===== config.mk =====
export PLATFORM = sky130hd
export DESIGN_NAME = multi_digit_display_ctrl
export DESIGN_NICKNAME = d
export VERILOG_FILES = /design/src/rtl/multi_digit_display_ctrl.sv
export SDC_FILE = /design/constraint.sdc
export NUM_CORES = 1
export LEC_CHECK = 0
export CAP_MARGIN = 15
export CORE_ASPECT_RATIO = 1.5
export CORE_MARGIN = 4
export CORE_UTILIZATION = 30
export CTS_CLUSTER_DIAMETER = 200
export CTS_CLUSTER_SIZE = 40
export DETAILED_ROUTE_END_ITERATION = 10
export PLACE_DENSITY = 0.47
export SETUP_SLACK_MARGIN = 0.3
export SYNTH_ARGS = -nofsm -noshare
export SYNTH_HDL_FRONTEND = slang
export SYNTH_SLANG_ARGS = --single-unit

===== constraint.sdc =====
create_clock -name Clk -period 11 [get_ports Clk]
set_input_delay 3.3 -clock Clk [delete_from_list [all_inputs] [get_ports Clk]]
set_output_delay 3.3 -clock Clk [all_outputs]
set_load 0.05 [all_outputs]

===== src/rtl/multi_digit_display_ctrl.sv =====
// Time-multiplexed seven-segment driver with frame-synchronous
// channel capture and optional leading-zero blanking.
module multi_digit_display_ctrl #(
    parameter  int NUM_DIGITS  = 8,
    parameter  int NUM_CH      = 2,
    parameter  int REFRESH_DIV = 100000,
    localparam int CH_W        = 4 * NUM_DIGITS,
    localparam int IDX_W       = (NUM_DIGITS > 1) ? $clog2(NUM_DIGITS) : 1,
    localparam int SEL_W       = (NUM_CH > 1) ? $clog2(NUM_CH) : 1,
    localparam int PSC_W       = $clog2(REFRESH_DIV)
) (
    input  logic                   Clk,
    input  logic                   Reset,
    input  logic [NUM_CH*CH_W-1:0] Values,
    input  logic [SEL_W-1:0]       ChSel,
    input  logic                   Update,
    input  logic                   BlankLZ,
    output logic [6:0]             out7,
    output logic [NUM_DIGITS-1:0]  en_out,
    output logic                   FrameDone
);

    logic [PSC_W-1:0] psc;
    logic [IDX_W-1:0] idx;
    logic [CH_W-1:0]  staging;
    logic [CH_W-1:0]  display;
    logic             pending;

    logic [CH_W-1:0]  sel_val;
    logic [3:0]       cur_nib;
    logic             blank;
    logic             tc;
    logic             last_dig;
    logic             frame_end;

    function automatic logic [6:0] hex7(input logic [3:0] n);
        logic [6:0] s;
        case (n)
            4'h0: s = 7'b1000000;
            4'h1: s = 7'b1111001;
            4'h2: s = 7'b0100100;
            4'h3: s = 7'b0110000;
            4'h4: s = 7'b0011001;
            4'h5: s = 7'b0010010;
            4'h6: s = 7'b0000010;
            4'h7: s = 7'b1111000;
            4'h8: s = 7'b0000000;
            4'h9: s = 7'b0010000;
            4'hA: s = 7'b0001000;
            4'hB: s = 7'b0000011;
            4'hC: s = 7'b1000110;
            4'hD: s = 7'b0100001;
            4'hE: s = 7'b0000110;
            default: s = 7'b0001110;
        endcase
        return s;
    endfunction

    // Channel mux; out-of-range selects capture zero
    always_comb begin
        sel_val = '0;
        for (int k = 0; k < NUM_CH; k++) begin
            if (ChSel == SEL_W'(k))
                sel_val = Values[k*CH_W +: CH_W];
        end
    end

    // Current digit nibble and leading-zero detection
    always_comb begin
        cur_nib = 4'h0;
        blank   = BlankLZ && (idx != '0);
        for (int k = 0; k < NUM_DIGITS; k++) begin
            if (idx == IDX_W'(k))
                cur_nib = display[k*4 +: 4];
            if (IDX_W'(k) >= idx && display[k*4 +: 4] != 4'h0)
                blank = 1'b0;
        end
    end

    assign tc        = (psc == PSC_W'(REFRESH_DIV - 1));
    assign last_dig  = (idx == IDX_W'(NUM_DIGITS - 1));
    assign frame_end = tc && last_dig;

    // Scan counters, double buffer and registered outputs
    always_ff @(posedge Clk or posedge Reset) begin
        if (Reset) begin
            psc       <= '0;
            idx       <= '0;
            staging   <= '0;
            display   <= '0;
            pending   <= 1'b0;
            en_out    <= '1;
            out7      <= 7'h7F;
            FrameDone <= 1'b0;
        end else begin
            if (tc) begin
                psc <= '0;
                if (last_dig)
                    idx <= '0;
                else
                    idx <= idx + IDX_W'(1);
            end else begin
                psc <= psc + PSC_W'(1);
            end

            if (frame_end && pending) begin
                display <= staging;
                pending <= 1'b0;
            end
            // A coincident capture lands after the swap and stays pending
            if (Update) begin
                staging <= sel_val;
                pending <= 1'b1;
            end

            en_out    <= ~(NUM_DIGITS'(1) << idx);
            out7      <= blank ? 7'h7F : hex7(cur_nib);
            FrameDone <= frame_end;
        end
    end

endmodule

======== Word-level counts from Yosys, hierarchy flattened ========
Memories as Yosys holds them, arrays and structs flattened.
Cells that the tools add are included.
storage, ports and cells
  word-level logic and storage cells ...... 73
  input bits .............................. 69
  register bits ........................... 101
  output and inout port bits .............. 16
  bits in read-only memories .............. 112
  memories kept ........................... 1
memories
  memory            depth  width  read ports  clocked after memory_dff  write ports  RTL line  text
  (name not given)  16     7      1           0                         0            38        case (n)
operators by class
  eq/ne operators ......................... 8
  reduce and logical (&&, ||, !) cells .... 22
  $lt $le $gt $ge ......................... 8
  shift-type cells ........................ 1
  add/subtract/negate cells ............... 2
  mux-type cells .......................... 22
  bitwise gates (word level) .............. 1
operator list
  cell                                                 count
  2-to-1 mux 32 bit                                    1
  2-to-1 mux 4 bit                                     8
  nonzero test 4 bit                                   8
  adder 17 x 1 -> 17 bit (second input constant)       1
  == test 17 bit (second input constant)               1
  2-to-1 mux 17 bit                                    1
  == test 3 bit (second input constant)                4
  >= comparator 3 bit (first input constant)           4
  logical AND 1 bit                                    11
  2-to-1 mux 1 bit                                     10
  NOT 8 bit                                            1
  << shifter 1 x 3 -> 8 bit (first input constant)     1
  2-to-1 mux 7 bit                                     1
  == test 3 x 2 -> 1 bit (second input constant)       2
  >= comparator 1 x 3 -> 1 bit (first input constant)  2
  >= comparator 2 x 3 -> 1 bit (first input constant)  2
  adder 3 x 1 -> 3 bit (second input constant)         1
  == test 3 x 1 -> 1 bit (second input constant)       1
  logical NOT 3 bit                                    1
  2-to-1 mux 3 bit                                     1
  nonzero test 3 bit                                   1
  nonzero test 2 bit                                   1

======== Depth between registers and ports, before layout ========
  depth after elaboration ................. 11
  gate-level depth with buffers ........... 14

======== Least setup slack after synthesis ========
OpenSTA, ideal clock, no wires.
  kind .................................... input port to flip-flop
  from .................................... in BlankLZ
  to ...................................... reg out7[0]
  data required time ...................... 10879 ps
  setup time .............................. 121 ps
  arrival ................................. 4420 ps
  path slack .............................. 6458 ps
  stages .................................. 6
  cells stage by stage .................... nor3b_1 > nand3_1 > o21bai_1 > nor4_2 > nor4_1 > a2111oi_0
between the ends
  cells in the longest elaborated chain, start to end .. 10
ends and longest elaborated chain
  item                           RTL line  text
  start: declaration             17        input logic BlankLZ,
  logical AND 1 bit              71        blank = BlankLZ && (idx != '0);
  2-to-1 mux 1 bit (8 in a row)  75        if (IDX_W'(k) >= idx && display[k*4 +: 4] != 4'h0)
  2-to-1 mux 7 bit               117       out7 <= blank ? 7'h7F : hex7(cur_nib);
  end signal: assignment         117
  end: declaration               18        output logic [6:0] out7,
No other way between the ends.
A chain may end at the register's enable or synchronous reset.

======== Worst setup path after layout ========
  from .................................... reg out7[4]
  to ...................................... out out7[4]
No word-level cell between the ends.

==> impl_metrics.json <==
{
  "synth-main-ff-cell": "sky130_fd_sc_hd__dfrtp_1",
  "post_drt_via_cell_ratio": 4.78,
  "postSynth.asyncResetShare_pct": 100,
  "fp-row-count": 57,
  "cts_root_buffer": "sky130_fd_sc_hd__clkbuf_16",
  "post_synth_edffs": 0,
  "cts_num_sinks": 101,
  "crit_chain": "clkdlybuf4s50_1",
  "routed_wirelength_um": 11100,
  "port_buffers": 84,
  "cts_tree": "done",
  "synthesis.instances": 446,
  "combined_global_route_utilization_of_all_metal_layers_pct": 11.9,
  "ctsHtreeMaxLevel": 3,
  "areaGrowthSynthToFinish_pct": 25.2,
  "yosys-top-cells-area": "sky130_fd_sc_hd__dfrtp_1, sky130_fd_sc_hd__mux2_4, sky130_fd_sc_hd__dfstp_2, sky130_fd_sc_hd__mux2i_1, sky130_fd_sc_hd__a21oi_1",
  "post_cts_hold_buffer_count": 0,
  "synth_area_per_cell_um2": 11.3,
  "worst_case_clock_skew_ps": 8.65,
  "clkSlewWorstSetupHoldPaths_ps": 70,
  "gpl.final_weighted_congestion": 0.875,
  "worst_hold_slack_ps": 485,
  "synth_top_area_share_pct": 42.9,
  "die_area_mm2": 0.0189,
  "tightest_slew_ps": 1050,
  "max_freq_mhz": 202,
  "grt_max_degree": 66,
  "synth.ff_latch_count": 101,
  "post_cts.resized_instances": 0,
  "worstHoldPathType": "reg -> reg",
  "post_layout_minimum_cycle_time_ps": 4960,
  "worst_ep_arrival_time_ps": 1660,
  "cts_bufs_inserted": 9,
  "detail_route.first_pass.iterations": 4,
  "fin_util_pct": 38.5,
  "global_route.overflow_total": 0,
  "dp_hpwl_um": 8140,
  "timing.max_cap.violations": 0,
  "pin_count": 85,
  "endpoint_kind": "output port",
  "final_common_cell": "sky130_fd_sc_hd__dfrtp_1",
  "cts_post_setup_buffers_inserted": 0,
  "avgRoutedWirePerCell_um": 15.2,
  "slowest_library_cell_on_the_worst_path": "sky130_fd_sc_hd__clkdlybuf4s50_1",
  "synth_warnings": 0,
  "worstPathMaxFanout": 1,
  "syn-cell-area_mm2": 0.00502,
  "crit_path_buffers_inverters": 1,
  "layout_worst_path_cycle_share_pct": 45.1,
  "yosysSeqAreaShare_pct": 50.7,
  "layout.cells.most_common_list": "sky130_fd_sc_hd__dfrtp_1, sky130_fd_sc_hd__clkdlybuf4s50_1, sky130_fd_sc_hd__nor2_1",
  "ir_worst_vdd_v": 0.0000663,
  "path_delay_family": "buffers and inverters",
  "critical_path_class": "reg -> out",
  "drt-initial-drc-count": 155,
  "setup_repair_after_global_routing_missed_its_margin": "no",
  "final-max-slew-violation-count": 0,
  "post_route_cells_drive_above_1_share_pct": 13.8,
  "worst_skew_pair.late_latency_ps": 340,
  "timing.critical_path.from_type": "register",
  "route.detailed.drc": 0,
  "fillers": 1640,
  "vias": 3482,
  "power_leakage_nw": 2.85,
  "critPathMaxStageDelay_ps": 800,
  "die_height_um": 166,
  "power_density_mw_per_mm2": 122,
  "antennaDiodeCount": 0,
  "status": "finished clean",
  "fin_setup_tns_ps": 0,
  "core_region_area_mm2": 0.0163,
  "hold_viol": 0,
  "floorplan.initialDensity_pct": 30.7,
  "finalSetupViolCount": 0,
  "slew_headroom_pct": 29.9,
  "synth.distinct_cells": 58,
  "synth_nets": 528,
  "grt_first_pass_wirelength_um": 18300,
  "crit_required_ps": 7700,
  "grt_antenna_before_repair": 0,
  "grt_pass1_vias": 3609,
  "die-width_um": 114,
  "drt.antenna.violating_nets": 0,
  "synth_top_area_cell": "sky130_fd_sc_hd__dfrtp_1",
  "clock_path_buffers": 2,
  "num-nets-final": 599
}
-- state kept, by name, indices dropped and copies added (netlist names) --
signal and count:
display 32, staging 32, psc 17, en_out 8
out7 7, idx 3, FrameDone 1, pending 1
-- metrics by stage --
stage	instances	setup slack, ps	total power, W	cell area [um^2]
2_1_floorplan	446	5080	0.000424	5020
3_3_place_gp	712	5740	0.000455	5990
3_5_place_dp	712	5750	0.000456	5990
4_1_cts	728	6020	0.000777	6290
5_1_grt	728	5910	0.000795	6290
6_report	728	6040	0.000764	6290
-- routing by layer --
layer  up-vias  wire length [um]  global-route usage [%]
met5         -                 0                       0
met1      1672              4910                    15.2
met4         0               158                    4.13
li1       1728                 -                       -
met3         9               368                    2.03
met2        73              5650                    20.3
-- path summary, 6_finish.rpt --
kind | from | endpoint | slack [ps] | cells after the start
worst max-delay path | out7[4]$_DFF_PP1_ | out7[4] | 6040 | 1
worst max register to register | idx[0]$_DFFE_PP0N_ | out7[3]$_DFF_PP1_ | 7200 | 11
max in group asynchronous | Reset | en_out[5]$_DFF_PP1_ | 6500 | 3
min in group asynchronous | Reset | FrameDone$_DFF_PP0_ | 3440 | 2
worst min register to register | psc[4]$_DFF_PP0_ | psc[4]$_DFF_PP0_ | 490 | 1
worst min-delay path | psc[4]$_DFF_PP0_ | psc[4]$_DFF_PP0_ | 490 | 1
-- report_power, final --
part / internal (W) / total [W] / switching [W]
clock network: 0.000178 / 0.000317 / 0.000140
registers: 0.000384 / 0.000391 / 0.00000693
logic: 0.0000326 / 0.0000564 / 0.0000238
total: 0.000594 / 0.000764 / 0.000170
-- synthesized netlist by cell type (4+ instances only) --
cell type                  count
sky130_fd_sc_hd__dfrtp_1      86
sky130_fd_sc_hd__nor2_1       47
sky130_fd_sc_hd__a21oi_1      43
sky130_fd_sc_hd__mux2i_1      35
sky130_fd_sc_hd__mux2_4       30
sky130_fd_sc_hd__nand2_1      21
sky130_fd_sc_hd__inv_1        16
sky130_fd_sc_hd__dfstp_2      15
sky130_fd_sc_hd__ha_1         13
sky130_fd_sc_hd__clkbuf_1     10
sky130_fd_sc_hd__nand3_1       9
sky130_fd_sc_hd__o21ai_0       9
sky130_fd_sc_hd__xor2_1        8
sky130_fd_sc_hd__buf_1         6
sky130_fd_sc_hd__buf_2         5
sky130_fd_sc_hd__nor2b_1       5
sky130_fd_sc_hd__xnor2_1       5
sky130_fd_sc_hd__mux2_2        4
sky130_fd_sc_hd__nand2b_1      4
sky130_fd_sc_hd__nor3_1        4
sky130_fd_sc_hd__nor3b_1       4
sky130_fd_sc_hd__nor4_1        4
-- area by class of cell --
| class | count | area (um^2) | area share [%] |
|---|---|---|---|
| timing repair buffer | 85 | 838 | 13.3 |
| sequential | 101 | 2550 | 40.5 |
| tap | 206 | 258 | 4.10 |
| clock buffer | 11 | 233 | 3.70 |
| inverter | 17 | 67.6 | 1.07 |
| multi-input combinational | 303 | 2280 | 36.3 |
| clock inverter | 5 | 60.1 | 0.955 |
-- cells by family (layout without fill, tap and decap cells) --
kind of cell / Yosys count / count (layout) / synth area share (%)
flops: 101 / 101 / 50.7
fa+ha+maj: 13 / 13 / 3.24
simple gates: 121 / 121 / 12.2
buf+inv: 42 / 118 / 3.81
xor+xnor: 13 / 13 / 2.27
compound gates: 87 / 87 / 10.9
mux: 69 / 69 / 16.8
(Power assumes the default switching activity.)
